<file path="config.mk">
export PLATFORM = sky130hd
export DESIGN_NAME = memory_arbiter
export DESIGN_NICKNAME = d
export VERILOG_FILES = /design/src/rtl/mem_arb_pkg.sv /design/src/rtl/mem_lane_align.sv /design/src/rtl/memory_arbiter.sv
export SDC_FILE = /design/constraint.sdc
export NUM_CORES = 1
export LEC_CHECK = 0
export CORE_UTILIZATION = 40
export CTS_CLUSTER_DIAMETER = 80
export DETAILED_ROUTE_END_ITERATION = 6
export PLACE_DENSITY = 0.86
export SETUP_SLACK_MARGIN = 0.5
export SLEW_MARGIN = 5
export SYNTH_ARGS = -nofsm -noshare
export SYNTH_HDL_FRONTEND = slang
export SYNTH_HIERARCHICAL = 1
export SYNTH_SLANG_ARGS = --single-unit
export TNS_END_PERCENT = 50
</file>
<file path="constraint.sdc">
create_clock -name clk -period 4.8 [get_ports clk]
set_input_delay 0.48 -clock clk [delete_from_list [all_inputs] [get_ports clk]]
set_output_delay 0.48 -clock clk [all_outputs]
set_load 0.05 [all_outputs]
</file>
<file path="src/rtl/mem_arb_pkg.sv">
// Shared types and constants for the memory arbiter slice: FSM state and
// transaction owner encodings, RISC-V load/store size codes, latency bounds
// and the alignment rule used when MEM_ARB_ALIGN_CHECK_EN is defined.
package mem_arb_pkg;

  typedef enum logic [1:0] {
    ST_IDLE = 2'd0,
    ST_WAIT = 2'd1,
    ST_RESP = 2'd2
  } arb_state_t;

  typedef enum logic [1:0] {
    OWN_NONE = 2'd0,
    OWN_IF   = 2'd1,
    OWN_D    = 2'd2
  } owner_t;

  localparam logic [2:0] F3_B  = 3'b000;
  localparam logic [2:0] F3_H  = 3'b001;
  localparam logic [2:0] F3_W  = 3'b010;
  localparam logic [2:0] F3_BU = 3'b100;
  localparam logic [2:0] F3_HU = 3'b101;

  // Read latency must fit the 3-bit countdown counter.
  localparam int READ_LATENCY_MIN = 1;
  localparam int READ_LATENCY_MAX = 7;
  localparam int CNT_W            = 3;

  // Fetches are always words; byte accesses never fault; halves need an even
  // address; words (and unknown size codes, handled as words) need addr[1:0]=0.
  function automatic logic is_misaligned(input logic       is_fetch,
                                         input logic [2:0] funct3,
                                         input logic [1:0] addr_lo);
    logic mis;
    if (is_fetch) begin
      mis = (addr_lo != 2'b00);
    end else begin
      case (funct3)
        F3_B, F3_BU: mis = 1'b0;
        F3_H, F3_HU: mis = addr_lo[0];
        default:     mis = (addr_lo != 2'b00);
      endcase
    end
    return mis;
  endfunction

endpackage

</file>
<file path="src/rtl/mem_lane_align.sv">
// Byte-lane steering between the core's right-aligned data and the 32-bit
// memory word: store byte masks / replicated store data on the way out, and
// byte/half extraction with sign or zero extension on the way back.
module mem_lane_align
  import mem_arb_pkg::*;
(
  input  logic [2:0]  st_funct3,
  input  logic [1:0]  st_addr_lo,
  input  logic [31:0] st_data,
  output logic [3:0]  st_mask,
  output logic [31:0] st_lane_data,
  input  logic        ld_is_fetch,
  input  logic [2:0]  ld_funct3,
  input  logic [1:0]  ld_addr_lo,
  input  logic [31:0] ld_word,
  output logic [31:0] ld_data
);

  logic [7:0]  byte_sel;
  logic [15:0] half_sel;

  // Store side: replicate the small datum into every lane and let the mask pick the lane.
  always_comb begin
    st_mask      = 4'b1111;
    st_lane_data = st_data;
    case (st_funct3)
      F3_B: begin
        st_mask      = 4'b0001 << st_addr_lo;
        st_lane_data = {4{st_data[7:0]}};
      end
      F3_H: begin
        st_mask      = 4'b0011 << {st_addr_lo[1], 1'b0};
        st_lane_data = {2{st_data[15:0]}};
      end
      default: begin
        st_mask      = 4'b1111;
        st_lane_data = st_data;
      end
    endcase
  end

  // Load side: pick the addressed byte/half; halves ignore addr[0] so an odd half uses its even neighbour.
  always_comb begin
    byte_sel = ld_word[7:0];
    case (ld_addr_lo)
      2'd0:    byte_sel = ld_word[7:0];
      2'd1:    byte_sel = ld_word[15:8];
      2'd2:    byte_sel = ld_word[23:16];
      default: byte_sel = ld_word[31:24];
    endcase
    half_sel = ld_addr_lo[1] ? ld_word[31:16] : ld_word[15:0];

    ld_data = ld_word;
    if (!ld_is_fetch) begin
      case (ld_funct3)
        F3_B:    ld_data = {{24{byte_sel[7]}}, byte_sel};
        F3_BU:   ld_data = {24'h000000, byte_sel};
        F3_H:    ld_data = {{16{half_sel[15]}}, half_sel};
        F3_HU:   ld_data = {16'h0000, half_sel};
        default: ld_data = ld_word;
      endcase
    end
  end

endmodule

</file>
<file path="src/rtl/memory_arbiter.sv">
// Arbiter sharing one synchronous memory port between instruction fetch and
// load/store. One transaction in flight, data side wins ties, responses are a
// single-cycle valid pulse to the owning requester.
// Optional macro MEM_ARB_ALIGN_CHECK_EN: misaligned requests are answered
// with an error pulse instead of touching memory.
module memory_arbiter
  import mem_arb_pkg::*;
#(
  parameter int READ_LATENCY = 1  // legal 1..7
) (
  input  logic        clk,
  input  logic        reset,
  input  logic        if_req,
  input  logic [31:0] if_addr,
  output logic        if_ready,
  output logic        if_valid,
  output logic [31:0] if_rdata,
  output logic        if_err,
  input  logic        d_req,
  input  logic        d_we,
  input  logic [2:0]  d_funct3,
  input  logic [31:0] d_addr,
  input  logic [31:0] d_wdata,
  output logic        d_ready,
  output logic        d_valid,
  output logic [31:0] d_rdata,
  output logic        d_err,
  output logic        mem_en,
  output logic        mem_we,
  output logic [3:0]  mem_wmask,
  output logic [29:0] mem_addr,
  output logic [31:0] mem_wdata,
  input  logic [31:0] mem_rdata
);

  localparam logic [CNT_W-1:0] CNT_INIT = CNT_W'(READ_LATENCY - 1);

  arb_state_t       state, state_next;
  owner_t           owner, owner_next;
  logic [CNT_W-1:0] cnt, cnt_next;
  logic [31:0]      resp_data, resp_data_next;
  logic             resp_err, resp_err_next;
  logic [2:0]       ld_funct3, ld_funct3_next;
  logic [1:0]       ld_addr_lo, ld_addr_lo_next;

  logic        can_accept;
  logic        accept;
  logic        is_store;
  logic        misaligned;
  logic [3:0]  st_mask;
  logic [31:0] st_lane_data;
  logic [31:0] ld_data;

  assign can_accept = (state == ST_IDLE) || (state == ST_RESP);
  assign d_ready    = can_accept & d_req;
  assign if_ready   = can_accept & if_req & ~d_req;
  assign accept     = d_ready | if_ready;
  assign is_store   = d_ready & d_we;

`ifdef MEM_ARB_ALIGN_CHECK_EN
  assign misaligned = d_ready  ? is_misaligned(1'b0, d_funct3, d_addr[1:0]) :
                      if_ready ? is_misaligned(1'b1, F3_W, if_addr[1:0])    : 1'b0;
`else
  assign misaligned = 1'b0;
`endif

  mem_lane_align u_lane (
    .st_funct3    (d_funct3),
    .st_addr_lo   (d_addr[1:0]),
    .st_data      (d_wdata),
    .st_mask      (st_mask),
    .st_lane_data (st_lane_data),
    .ld_is_fetch  (owner == OWN_IF),
    .ld_funct3    (ld_funct3),
    .ld_addr_lo   (ld_addr_lo),
    .ld_word      (mem_rdata),
    .ld_data      (ld_data)
  );

  // Memory strobes come straight from the winning request in its accept cycle.
  always_comb begin
    mem_en    = 1'b0;
    mem_we    = 1'b0;
    mem_wmask = 4'b0000;
    mem_addr  = 30'd0;
    mem_wdata = 32'd0;
    if (d_ready) begin
      mem_addr = d_addr[31:2];
      if (!misaligned) begin
        mem_en = 1'b1;
        if (d_we) begin
          mem_we    = 1'b1;
          mem_wmask = st_mask;
          mem_wdata = st_lane_data;
        end
      end
    end else if (if_ready) begin
      mem_addr = if_addr[31:2];
      mem_en   = ~misaligned;
    end
  end

  // Next-state: accept in IDLE/RESP, count down the read latency in WAIT, capture formatted data.
  always_comb begin
    state_next      = state;
    owner_next      = owner;
    cnt_next        = cnt;
    resp_data_next  = resp_data;
    resp_err_next   = resp_err;
    ld_funct3_next  = ld_funct3;
    ld_addr_lo_next = ld_addr_lo;
    case (state)
      ST_IDLE, ST_RESP: begin
        if (accept) begin
          owner_next      = d_ready ? OWN_D : OWN_IF;
          ld_funct3_next  = d_ready ? d_funct3 : F3_W;
          ld_addr_lo_next = d_ready ? d_addr[1:0] : if_addr[1:0];
          resp_data_next  = 32'd0;
          resp_err_next   = misaligned;
          if (misaligned || is_store) begin
            state_next = ST_RESP;
          end else begin
            state_next = ST_WAIT;
            cnt_next   = CNT_INIT;
          end
        end else begin
          state_next     = ST_IDLE;
          owner_next     = OWN_NONE;
          resp_data_next = 32'd0;
          resp_err_next  = 1'b0;
        end
      end
      ST_WAIT: begin
        if (cnt == '0) begin
          state_next     = ST_RESP;
          resp_data_next = ld_data;
          resp_err_next  = 1'b0;
        end else begin
          cnt_next = cnt - 1'b1;
        end
      end
      default: begin
        state_next = ST_IDLE;
        owner_next = OWN_NONE;
      end
    endcase
  end

  // State and response registers; reset drops any transaction in flight.
  always_ff @(posedge clk or posedge reset) begin
    if (reset) begin
      state      <= ST_IDLE;
      owner      <= OWN_NONE;
      cnt        <= '0;
      resp_data  <= 32'd0;
      resp_err   <= 1'b0;
      ld_funct3  <= 3'b000;
      ld_addr_lo <= 2'b00;
    end else begin
      state      <= state_next;
      owner      <= owner_next;
      cnt        <= cnt_next;
      resp_data  <= resp_data_next;
      resp_err   <= resp_err_next;
      ld_funct3  <= ld_funct3_next;
      ld_addr_lo <= ld_addr_lo_next;
    end
  end

  assign if_valid = (state == ST_RESP) && (owner == OWN_IF);
  assign d_valid  = (state == ST_RESP) && (owner == OWN_D);
  assign if_rdata = if_valid ? resp_data : 32'd0;
  assign d_rdata  = d_valid  ? resp_data : 32'd0;
  assign if_err   = if_valid & resp_err;
  assign d_err    = d_valid  & resp_err;

endmodule

</file>
# Yosys cells after proc, flatten, opt, wreduce, memory -nomap -nowiden
# Cells that the tools add are included.
# totals
register_bits	45
output_inout_bits	138
word_cells	80
# classes
add_sub_neg	1
n_eq_ne	14
shift	2
mux	35
bitwise_logic	8
n_reduce_logical	13
# op_table
operator	count
two-way mux 32 bit	6
case mux 32 bit (2 select lines)	2
case mux 32 bit (4 select lines)	1
two-way mux 30 bit	2
case mux 8 bit (3 select lines)	1
two-way mux 16 bit	1
two-way mux 2 bit	6
two-way mux 3 bit	4
logical NOT 3 bit	3
two-way mux 4 bit	2
inequality test 2 bit, second input constant	4
case mux 2 bit (2 select lines)	2
case mux 4 bit (2 select lines)	1
AND 1 bit	6
== test 2 x 1 -> 1 bit, second input constant	3
== test 2 bit, second input constant	3
== test 3 x 1 -> 1 bit, second input constant	2
== test 3 bit, second input constant	2
case mux 3 bit (2 select lines)	1
two-way mux 1 bit	5
logical NOT 2 bit	2
AND reduction 2 bit	2
AND reduction 4 bit	1
<< shifter 1 x 2 -> 4 bit, first input constant	1
other kinds (9)	10

# Longest topological paths before layout
# logic_depth
depth_word	7
mapped_depth	8
depth_no_buf	6

# Cells and area by module
# The synthesis kept the hierarchy.
# modules_own_cells
module	n_inst	cells_per_inst	area_each_um2	seq_area_each_um2
memory_arbiter	1	349	2869.0	1101.1
mem_lane_align	1	211	1551.5	0.0

# Least setup slack after synthesis
# No wires, ideal clock.
# synth_path
path_type	register to output
from	reg owner[1]
to	out if_rdata[22]
t_arrival_ns	1.734
required_ns	4.320
path_slack_ns	2.586
path_stages_with_launch	5
path_buffers	1
cell_sequence	dfrtp_1 nor2b_1 and3b_1 buf_2 and2_1
# synth_between
elab_chain_len	3
# synth_rtl
item	line	text
start, declared	memory_arbiter.sv:39	owner_t owner, owner_next;
start signal, assigned	memory_arbiter.sv:161	owner <= owner_next;
== test 2 x 1 -> 1 bit	memory_arbiter.sv:170	assign if_valid = (state == ST_RESP) && (owner == OWN_IF);
logical AND 1 bit	memory_arbiter.sv:170	
net if_valid	memory_arbiter.sv:16	output logic if_valid,
two-way mux 32 bit	memory_arbiter.sv:172	assign if_rdata = if_valid ? resp_data : 32'd0;
end, declared	memory_arbiter.sv:17	output logic [31:0] if_rdata,
# The timed path passes the listed nets, and every way through them passes these cells.

# Worst setup path after layout
# layout_path
from	in d_funct3[0]
to	out mem_wdata[14]
# layout_between
elab_chain_len	4
elab_cells_between_ends	5
classes_between	eq/ne (1); mux (3); reduce/logical (1)
# layout_rtl
item	line	text
start, declared	memory_arbiter.sv:21	input logic [2:0] d_funct3,
== test 3 x 1 -> 1 bit / logical NOT 3 bit (equally long branches)	mem_lane_align.sv:26	case (st_funct3)
case mux 32 bit (2 select lines) (*)	mem_lane_align.sv:26	
net st_lane_data[14]	memory_arbiter.sv:51	logic [31:0] st_lane_data;
two-way mux 32 bit (*)	memory_arbiter.sv:91	if (d_we) begin
two-way mux 32 bit (*)	memory_arbiter.sv:87	if (d_ready) begin
end, declared	memory_arbiter.sv:32	output logic [31:0] mem_wdata,
# The timed path passes the listed nets; every way through them passes the cells marked *.

==> impl_metrics.yaml <==
run_status:
  status: "complete, no violations"
synthesis:
  synthTopCellsByArea: "dfrtp_1 (25%), and2_1 (9.2%), a22o_1 (5.9%), mux2_2 (5.9%), a21oi_1 (5.1%)"
  avgSynthCellArea_sq_um: 7.894
  netlist.area_leader.share_pct: 24.91
  yosysTopAreaCell: "dfrtp_1"
  post-synth-top-count-cell: "and2_1"
  seq_area_frac_synth_pct: 24.91
  ys.flop_type: "dfrtp_1"
  ys_ff_latch: 44
  synth_edf_count: 0
  synth.cell_area_sq_mm: 0.004420
  yosys-top-cells-count: "and2_1 (65), a21oi_1 (45), o21ai_0 (45), dfrtp_1 (44), inv_1 (40)"
  syn_inst: 560
  synthDistinctLibCells: 56
  synth-async-reset-ratio_pct: 100.0
  yosysWarnings: 6
drt:
  detail-route-antenna-nets: 0
  wl_per_cell_um: 17.59
  routed_wl_mm: 16.25
  drt-met1-wl_mm: 5.844
  dr.pass1.iters: 5
  routed.top_layer: "met4"
  num_vias: 5093
  dr_wl_met2_mm: 8.495
  first_iter_violations: 251
  dr_wl_met3_mm: 1.290
  viasPerCell: 5.512
  drc: 0
setup_path:
  cp-start-kind: "input port"
  crit_slowest_cell: "nor3_2"
  path_max_fanout: 12
  cpMostUsedCell: "clkdlybuf4s50_1"
  critPathArrivalTime_ns: 3.24
  worstSetupPathType: "in2out"
  ff2ff_path_depth: 5
  critPathMaxStageDelay_ns: 0.76
  worstPathCellList: "clkdlybuf4s50_1, nor3_2, mux2_2, and3_1, clkdlybuf4s50_1"
  crit_buf_inv: 2
  crit_path_end_kind: "output port"
  cp_num_cells: 5
  cp.required_ns: 4.32
  path_delay_family: "buffers and inverters"
cts:
  cts_tree: "yes"
  cts_max_level: 2
  cts_hold_buf: 0
  cts-buffers-inserted: 5
  clk_pin_slew_ns: 0.09
  cts_buffer_depth: 2
  post_cts_buffers: 0
  cts_resized: 0
  clk-insertion-delay-late_ns: 0.31
  root_buffer: "clkbuf_8"
  cts_sinks: 44
floorplanning:
  core_sq_mm: 0.01079
  pin_count: 274
  fp-row-count: 38
  die_h_um: 107.1
  initial_utilization_pct: 40.96
  die_w_um: 107.1
  die_area_sq_mm: 0.01148
timing:
  tightest_slew_ns: 1.385
  finalHoldViolations: 0
  rsz0062_at_grt: "no"
  worst_hold_slack_ns: 0.5016
  setup_viol: 0
  finalCritPeriodShare_pct: 77.44
  fmax_mhz: 269.0
  final.setup.tns_ns: 0
  slew_headroom_pct: 7.442
  fin_crit_ns: 3.717
  drv_slew: 0
  fin_skew_ns: 0.01250
finish:
  final_net_count: 921
  drive_above_1_share_pct: 8.291
  seq_area_sq_mm: 0.001101
  fillerInstances: 890
  area_delta_synth_final_pct: 61.36
  multiInputGateArea_sq_mm: 0.002824
  antenna_cells: 0
grt:
  grt-ovfl-total: 0
  track_usage_pct: 27.26
  grt_pass1_wl_mm: 24.59
  antenna_found_initial: 0
  grt_max_degree: 72
  grt_pass1_vias: 4872
worst_hold_path:
  holdPathStages: 1
  hold_class: "reg2reg"
run:
  cap_violations: 0
power:
  power_mw: 2.995
  powerDensity_mw_per_mm2: 419.8
  peakVddDrop_mv: 0.2164
  leakagePower_nw: 3.035
place:
  dpl.hpwl_mm: 12.50
  gp_congestion: 0.9277
  io_buffer_count: 271
## area by class of cell
class	instances	share of cell area [%]
clock buffer	6	1.158
timing repair buffer	277	38.66
inverter	41	2.158
sequential	44	15.44
multi-input combinational	414	39.59
clock inverter	2	0.5438
tap	140	2.456
## sequential cells by signal, summed over array words and instances, names as in the netlist
name        flops
resp_data      32
cnt             3
ld_funct3       3
ld_addr_lo      2
owner           2
state           2
## cells by family (layout without fill, tap and decap cells)
group | Yosys count | count (layout) | share of synthesized area, %
AOI/OAI and AO/OA | 160 | 160 | 24.12
muxes | 37 | 37 | 10.47
buffers and inverters | 103 | 326 | 11.43
other | 1 | 2 | 0.08483
DFF | 44 | 44 | 24.91
and+or+nand+nor | 213 | 213 | 28.42
adders and majority gates | 2 | 2 | 0.5660
## routing by layer
| metal | vias to the layer above | GRT usage [%] |
|---|---|---|
| li1 | 2405 | - |
| met1 | 2350 | 29.77 |
| met5 | - | 0 |
| met4 | 0 | 12.52 |
| met2 | 290 | 50.74 |
| met3 | 48 | 4.924 |
## cells in the final DEF, fill, tap and decap left out, types with 2 or more instances in the layout
master           synthesis  routed
nor3_1                   3       3
dfrtp_1                 44      44
a21o_1                   2       2
conb_1                   1       2
nor2_1                  25      25
nor2_2                   2       2
mux4_1                   3       3
and3_1                  36      36
ha_1                     2       2
inv_1                   40      39
a21oi_2                 10      10
clkbuf_8                 0       6
a311oi_1                 4       4
and3b_1                  5       5
o21ai_1                  4       4
mux2i_1                  8       8
o2bb2ai_1                2       2
nor4bb_1                 4       4
o21ai_0                 45      45
mux2_2                  23      23
o32a_1                   2       2
nand2_1                 13      13
a221oi_1                 4       4
buf_4                   12       6
a22o_1                  30      30
clkdlybuf4s50_1          0     271
o21a_1                   6       6
nor2b_1                  6       6
or2_2                    3       3
and2_1                  65      65
nand2b_1                 2       2
a21oi_1                 45      45
mux2_4                   3       3
nand3_1                 38      38
## worst paths after layout
path | startpoint | to | slack [ns]
hold reg to reg | owner[0] | owner[0] | 0.50
hold / removal | owner[0] | owner[0] | 0.50
setup reg to reg | ld_addr_lo[1] | resp_data[6] | 1.97
min in group asynchronous | reset | resp_data[11] | 0.63
setup / recovery | d_funct3[0] | mem_wdata[14] | 1.08
max in group asynchronous | reset | resp_data[24] | 3.78
## metrics by stage
step           worst slack (ns)  instances  util (%)  area (sq um)
6_report                  1.083        924     66.09          7133
3_5_place_dp              1.086        916     64.97          7012
3_3_place_gp              1.121        916     64.97          7012
2_1_floorplan             2.586        561         -          4424
4_1_cts                   1.083        924     66.09          7133
5_1_grt                  0.9543        924     66.09          7133
## report_power, final
part | total [mW] | internal [mW] | switching [mW]
logic | 1.92 | 0.740 | 1.18
registers | 0.761 | 0.542 | 0.219
clock network | 0.309 | 0.170 | 0.139
Power figures use the tool's default switching activity.
